===== src/rtl/mem_arbiter.sv =====
// mem_arbiter: shares one synchronous-read memory between the CPU control path and the
// debug/program-loader port.
//
// Ports:
//   clk, rst_n                      clock, asynchronous active-low reset
//   cpu_req/we/addr/wdata           CPU request (held until accepted)
//   cpu_gnt, cpu_rvalid, cpu_rdata  CPU grant, read valid, read data
//   cpu_hold                        freezes the CPU sequencer while it waits for a grant
//   dbg_req/we/addr/wdata           debug request, same semantics as the CPU side
//   dbg_lock                        debug keeps ownership regardless of the burst limit
//   dbg_gnt, dbg_rvalid, dbg_rdata  debug grant, read valid, read data
//   mem_addr, mem_data, mem_we      memory pins (mem_q has 1-cycle registered read latency)
//   busy                            arbiter is not idle
//
// Optional feature: define ARB_ROUND_ROBIN_EN to hand an IDLE tie to the requester not
// served last. Without it the tie always goes to debug.

module mem_arbiter #(
  parameter int unsigned ADDR_W    = 16,
  parameter int unsigned DATA_W    = 16,
  parameter int unsigned BURST_MAX = 8
) (
  input  logic              clk,
  input  logic              rst_n,
  input  logic              cpu_req,
  input  logic              cpu_we,
  input  logic [ADDR_W-1:0] cpu_addr,
  input  logic [DATA_W-1:0] cpu_wdata,
  output logic              cpu_gnt,
  output logic              cpu_rvalid,
  output logic [DATA_W-1:0] cpu_rdata,
  output logic              cpu_hold,
  input  logic              dbg_req,
  input  logic              dbg_we,
  input  logic [ADDR_W-1:0] dbg_addr,
  input  logic [DATA_W-1:0] dbg_wdata,
  input  logic              dbg_lock,
  output logic              dbg_gnt,
  output logic              dbg_rvalid,
  output logic [DATA_W-1:0] dbg_rdata,
  output logic [ADDR_W-1:0] mem_addr,
  output logic [DATA_W-1:0] mem_data,
  output logic              mem_we,
  input  logic [DATA_W-1:0] mem_q,
  output logic              busy
);

  typedef enum logic [1:0] {StIdle, StOwnCpu, StOwnDbg} state_e;

  localparam logic [7:0] BurstLast = 8'(BURST_MAX - 1);

  state_e            state_q, state_d;
  logic [7:0]        burst_q, burst_d;
  logic              cpu_rvalid_q, dbg_rvalid_q;
  logic [DATA_W-1:0] cpu_rdata_q, dbg_rdata_q;
  logic [ADDR_W-1:0] addr_q;
  logic [DATA_W-1:0] wdata_q;
  logic              cpu_acc, dbg_acc;
  logic              other_pending;
  logic              burst_hit;
  logic              tie_to_dbg;

  assign cpu_acc   = cpu_req & (state_q == StOwnCpu);
  assign dbg_acc   = dbg_req & (state_q == StOwnDbg);
  assign burst_hit = (burst_q == BurstLast);

  assign other_pending = ((state_q == StOwnCpu) & dbg_req) | ((state_q == StOwnDbg) & cpu_req);

`ifdef ARB_ROUND_ROBIN_EN
  logic last_dbg_q;  // 1 = debug was served last; reset says CPU

  assign tie_to_dbg = ~last_dbg_q;

  always_ff @(posedge clk or negedge rst_n) begin
    if (!rst_n) begin
      last_dbg_q <= 1'b0;
    end else if (dbg_acc) begin
      last_dbg_q <= 1'b1;
    end else if (cpu_acc) begin
      last_dbg_q <= 1'b0;
    end
  end
`else
  assign tie_to_dbg = 1'b1;
`endif

  // Next ownership
  always_comb begin
    state_d = state_q;
    unique case (state_q)
      StIdle: begin
        if (dbg_req && cpu_req) begin
          state_d = tie_to_dbg ? StOwnDbg : StOwnCpu;
        end else if (dbg_req) begin
          state_d = StOwnDbg;
        end else if (cpu_req) begin
          state_d = StOwnCpu;
        end
      end
      StOwnCpu: begin
        if (!cpu_req) begin
          state_d = dbg_req ? StOwnDbg : StIdle;
        end else if (dbg_req && burst_hit) begin
          state_d = StOwnDbg;
        end
      end
      StOwnDbg: begin
        if (!dbg_req) begin
          state_d = cpu_req ? StOwnCpu : StIdle;
        end else if (cpu_req && burst_hit && !dbg_lock) begin
          state_d = StOwnCpu;
        end
      end
      default: state_d = StIdle;
    endcase
  end

  // Burst counter only runs while the other side is waiting and ownership is stable
  always_comb begin
    burst_d = burst_q;
    if ((state_d != state_q) || !other_pending) begin
      burst_d = 8'd0;
    end else if ((cpu_acc || dbg_acc) && (burst_q != 8'hFF)) begin
      burst_d = burst_q + 8'd1;
    end
  end

  always_ff @(posedge clk or negedge rst_n) begin
    if (!rst_n) begin
      state_q      <= StIdle;
      burst_q      <= 8'd0;
      cpu_rvalid_q <= 1'b0;
      dbg_rvalid_q <= 1'b0;
      cpu_rdata_q  <= '0;
      dbg_rdata_q  <= '0;
      addr_q       <= '0;
      wdata_q      <= '0;
    end else begin
      state_q      <= state_d;
      burst_q      <= burst_d;
      cpu_rvalid_q <= cpu_acc & ~cpu_we;
      dbg_rvalid_q <= dbg_acc & ~dbg_we;
      if (cpu_rvalid_q) cpu_rdata_q <= mem_q;
      if (dbg_rvalid_q) dbg_rdata_q <= mem_q;
      if (cpu_acc || dbg_acc) begin
        addr_q  <= mem_addr;
        wdata_q <= mem_data;
      end
    end
  end

  // Memory pins follow the owner during an accept and otherwise hold the last access
  always_comb begin
    mem_addr = addr_q;
    mem_data = wdata_q;
    mem_we   = 1'b0;
    if (cpu_acc) begin
      mem_addr = cpu_addr;
      mem_data = cpu_wdata;
      mem_we   = cpu_we;
    end else if (dbg_acc) begin
      mem_addr = dbg_addr;
      mem_data = dbg_wdata;
      mem_we   = dbg_we;
    end
  end

  assign cpu_gnt    = (state_q == StOwnCpu);
  assign dbg_gnt    = (state_q == StOwnDbg);
  assign cpu_hold   = cpu_req & ~cpu_gnt;
  assign busy       = (state_q != StIdle);
  assign cpu_rvalid = cpu_rvalid_q;
  assign dbg_rvalid = dbg_rvalid_q;
  // mem_q is already registered inside the memory, so pass it straight through on rvalid
  assign cpu_rdata  = cpu_rvalid_q ? mem_q : cpu_rdata_q;
  assign dbg_rdata  = dbg_rvalid_q ? mem_q : dbg_rdata_q;

endmodule


===== config.mk =====
export PLATFORM = sky130hd
export DESIGN_NAME = mem_arbiter
export DESIGN_NICKNAME = d
export VERILOG_FILES = /design/src/rtl/mem_arbiter.sv
export SDC_FILE = /design/constraint.sdc
export NUM_CORES = 1
export LEC_CHECK = 0
export CAP_MARGIN = 20
export CORE_ASPECT_RATIO = 0.5
export CORE_UTILIZATION = 33
export CTS_BUF_LIST = sky130_fd_sc_hd__clkbuf_4 sky130_fd_sc_hd__clkbuf_8
export DETAILED_ROUTE_END_ITERATION = 10
export PLACE_DENSITY_LB_ADDON = 0.3
export SYNTH_ARGS = -nofsm -noshare
export SYNTH_HDL_FRONTEND = slang
export SYNTH_SLANG_ARGS = --single-unit

===== constraint.sdc =====
create_clock -name clk -period 1.8 [get_ports clk]
set_input_delay 0.36 -clock clk [delete_from_list [all_inputs] [get_ports clk]]
set_output_delay 0.36 -clock clk [all_outputs]
set_load 0.01 [all_outputs]

==> run summary <==
Outcome = finished, violations left
Violated checks = negative setup slack
Final period demand of the worst path = 2.13 ns
Maximum Capacitance Violations = 0
Syn avg cell area = 10.7 µm²
Yosys cell types = 35
Type of element capturing the critical path = output port
FP Rows = 25
# DRC = 0
Post-DP Area = 5410 µm²
Max-slew violation count = 0
Total half-perimeter wirelength after legalization and detailed placement = 6.58 mm
Worst IR Drop VDD = 0.485 mV
TritonCTS clock tree = yes
H-Tree Level Count = 3
Vias per inst = 4.67
Number of synthesized flops with an enable pin = 0
Count of cells along the worst register-to-register path = 6
Area growth from synthesis to layout = 101%
Post-synth top area cell = sky130_fd_sc_hd__dfrtp_1
Clock Latency Late Sink = 0.34 ns
Instance count along the most critical hold path = 2
Reg clk slew, reported paths = 0.07 ns
Number of antenna violations at the first check in global routing = 0
Biggest fanout along the worst timing path = 5
Hold EP = addr_q[4]$_DFFE_PN0P_
Area used by multi-input combinational logic = 1810 µm²
Post-synth net total = 397
Fin crit share = 118%
Cell area after synthesis = 3310 µm²
1st-pass router iterations = 4
Final worst setup slack = -0.329 ns
Drt first-iter violations = 108
IO Pins = 158
Routed wire per std cell = 15.8 µm
Die height = 72.8 µm
Area occupied by registers = 1900 µm²
Wire length of the first global-routing pass = 16.3 mm
Pin slew with the least headroom to its limit = 0.369 ns
Core occupancy in the finished layout = 69.3%
Via count = 3305
Worst setup skew after layout = 0.00809 ns
FF-to-FF Start = state_q[1]$_DFF_PN0_
Number of nets in the layout = 656
Diodes inserted = 0
Nature of the critical path startpoint = register
FFs w/ async S/R, synth = 100%
Cell chosen for the clock root = sky130_fd_sc_hd__clkbuf_8
Share of Yosys cell area claimed by the top area cell type = 57.4%
Number of global-route vias before repair = 3314
Final number of hold-violating endpoints = 0
Predominant post-synthesis flop cell = sky130_fd_sc_hd__dfrtp_1
Worst reg2reg path endpoint = burst_q[7]$_DFFE_PN0P_
Register-to-register setup slack = 0 ns
Final setup violating endpoints = 59
Starting density of the core = 34.5%
Overall Global Routing Usage = 20.7%
Maximum number of pins on one net before global-route repair = 30
Leakage power = 3.21 nW
Worst hold path class = register to register
Die Outline Area = 10500 µm²
Port-buffer cells = 157
Post-detailed-route count of antenna-violating nets = 0
Last weighted congestion value of the routability-driven placer = 0.769
Worst Path Arrival = 1.77 ns
Sum of overflow across all layers after global routing = 0
Wire length reported by the detailed router = 11.2 mm
TritonCTS Sinks = 76
Power Density = 968 nW/µm²
Total of fill cells in the finished design = 686
Total clock buffers created by CTS = 9
Horizontal extent of the die = 144 µm
Worst endpoint required time = 1.44 ns
Biggest area contributors in the synthesized netlist = sky130_fd_sc_hd__dfrtp_1 57%, sky130_fd_sc_hd__nand2_1 11%, sky130_fd_sc_hd__mux2_2 11%, sky130_fd_sc_hd__a22oi_1 7.3%, sky130_fd_sc_hd__a21oi_1 1.1%
Number of flip-flops and latches in the synthesized netlist = 76
Final-layout setup total negative slack = -10.83 ns
Worst relative slew slack = 75.1%
Critical path type = register to output port
Achievable frequency = 0.470 GHz
Sequential element share of the synthesized area = 57.4%
Setup repair after global routing missed its margin = true
Syn Inst Count = 309
Warnings from Yosys = 0
Maximum buffer depth of the clock tree = 2
Area of the core = 9600 µm²
Fraction of layout cells with a size suffix above 1 = 53.9%
Hold path startpoint = addr_q[4]$_DFFE_PN0P_
Final non-filler cell area = 6660 µm²
-- routing by layer --
metal  global-route usage, %  wire (µm)
met1                    23.4       4550
met2                    39.4       6230
met3                    4.66        314
met4                    5.91         73
met5                       0          0
-- worst max-delay path by stage --
stage	from	end	slack [ns]	depth (start not counted)
finish	state_q[0]$_DFF_PN0_	mem_data[1]	-0.33	8
global route	state_q[0]$_DFF_PN0_	mem_data[1]	-0.40	8
CTS	state_q[0]$_DFF_PN0_	mem_addr[1]	-0.35	6
detailed placement	cpu_req	mem_addr[1]	-0.72	7
global placement	cpu_req	mem_data[8]	-0.68	7
floorplan	state_q[0]$_DFF_PN0_	mem_addr[0]	0.1	5
-- cells in the mapped netlist (all sizes together), types with 3 or more instances --
master / instances
a22oi: 32
dfrtp: 76
a21oi: 7
or3: 5
nand2: 98
mux2: 32
nor2: 6
clkbuf: 7
nand3: 3
o21ai: 6
nor2b: 4
buf: 8
-- stage by stage --
| stage | cells | total power, mW | hold WS, ns | setup WS (ns) |
|---|---|---|---|---|
| after CTS | 703 | 6.06 | 0.459 | -0.347 |
| after floorplan | 309 | 3.07 | 0.0644 | 0.0978 |
| after global routing | 708 | 6.79 | 0.489 | -0.404 |
| final | 708 | 6.44 | 0.477 | -0.329 |
| after global placement | 634 | 4.39 | 0.296 | -0.678 |
| after detailed placement | 634 | 4.43 | 0.299 | -0.720 |
-- cell usage in the layout (no fill, tap or decap), types with 3 or more instances in the layout --
cell                              Yosys  routed
sky130_fd_sc_hd__a21oi_2              0       3
sky130_fd_sc_hd__nand2_1             98      56
sky130_fd_sc_hd__clkbuf_8             0       9
sky130_fd_sc_hd__buf_4                1      67
sky130_fd_sc_hd__mux2_4               0      29
sky130_fd_sc_hd__nand2_2              0      26
sky130_fd_sc_hd__buf_6                1      67
sky130_fd_sc_hd__dfrtp_1             76      74
sky130_fd_sc_hd__o21ai_0              6       4
sky130_fd_sc_hd__clkdlybuf4s50_1      0      84
sky130_fd_sc_hd__a22oi_2              0      32
sky130_fd_sc_hd__nand2_4              0      16
sky130_fd_sc_hd__nor2b_1              4       3
sky130_fd_sc_hd__buf_8                0       4
sky130_fd_sc_hd__buf_12               0       8
sky130_fd_sc_hd__nand3_1              3       3
sky130_fd_sc_hd__dlygate4sd2_1        0       3
sky130_fd_sc_hd__buf_2                6      25
sky130_fd_sc_hd__or3_1                5       5
sky130_fd_sc_hd__a21oi_1              7       4
sky130_fd_sc_hd__nor2_1               5       5
sky130_fd_sc_hd__mux2_2              32       3
-- cell families (layout without fill, tap and decap cells) --
logic type / count (synthesis) / count (layout) / synth area share (%)
AND/OR/NAND/NOR: 126 / 126 / 16.3
flip-flops: 76 / 76 / 57.4
AO/OA/AOI/OAI: 53 / 53 / 11.4
multiplexers: 34 / 34 / 11.5
buffers and inverters: 17 / 281 / 2.49
XOR/XNOR: 2 / 2 / 0.529
adder cells (fa/ha/maj): 1 / 1 / 0.378
-- timing repair --
action,in CTS,in global routing
endpoints found under the setup margin,71,75
endpoints found under the hold margin,26,0
pin swaps,39,16
resized for setup,396,105
hold buffers,1,0
buffers inserted,46,14
gates cloned,6,0
-- power breakdown --
| group | switching [mW] | internal [mW] |
|---|---|---|
| clock | 0.640 | 0.799 |
| sequential | 0.183 | 2.11 |
| combinational | 1.12 | 1.59 |
| total | 1.94 | 4.50 |
-- state kept, by name (all words and copies together), names as in the netlist --
signal / count
addr_q: 16
state_q: 2
burst_q: 8
wdata_q: 16
cpu_rvalid: 1
cpu_rdata_q: 16
dbg_rvalid: 1
dbg_rdata_q: 16
-- cell type report --
type                       instances  area share [%]
clock buffer                      10            1.97
inverter                           2           0.113
clock inverter                     6            1.32
timing repair buffer             263            38.2
tap                              135            2.54
multi-input combinational        216            27.2
sequential                        76            28.6
-- worst max-delay path, stage by stage, from the launching register on --
cell and delay [ns]:
sky130_fd_sc_hd__dfrtp_1 0.41, sky130_fd_sc_hd__buf_6 0.13, sky130_fd_sc_hd__and3b_2 0.30, sky130_fd_sc_hd__nor2_4 0.07, sky130_fd_sc_hd__buf_6 0.13, sky130_fd_sc_hd__buf_8 0.14
sky130_fd_sc_hd__nand2_4 0.06, sky130_fd_sc_hd__nand2_1 0.05, sky130_fd_sc_hd__buf_2 0.15
No activity file was read; power rests on OpenSTA's default activity.
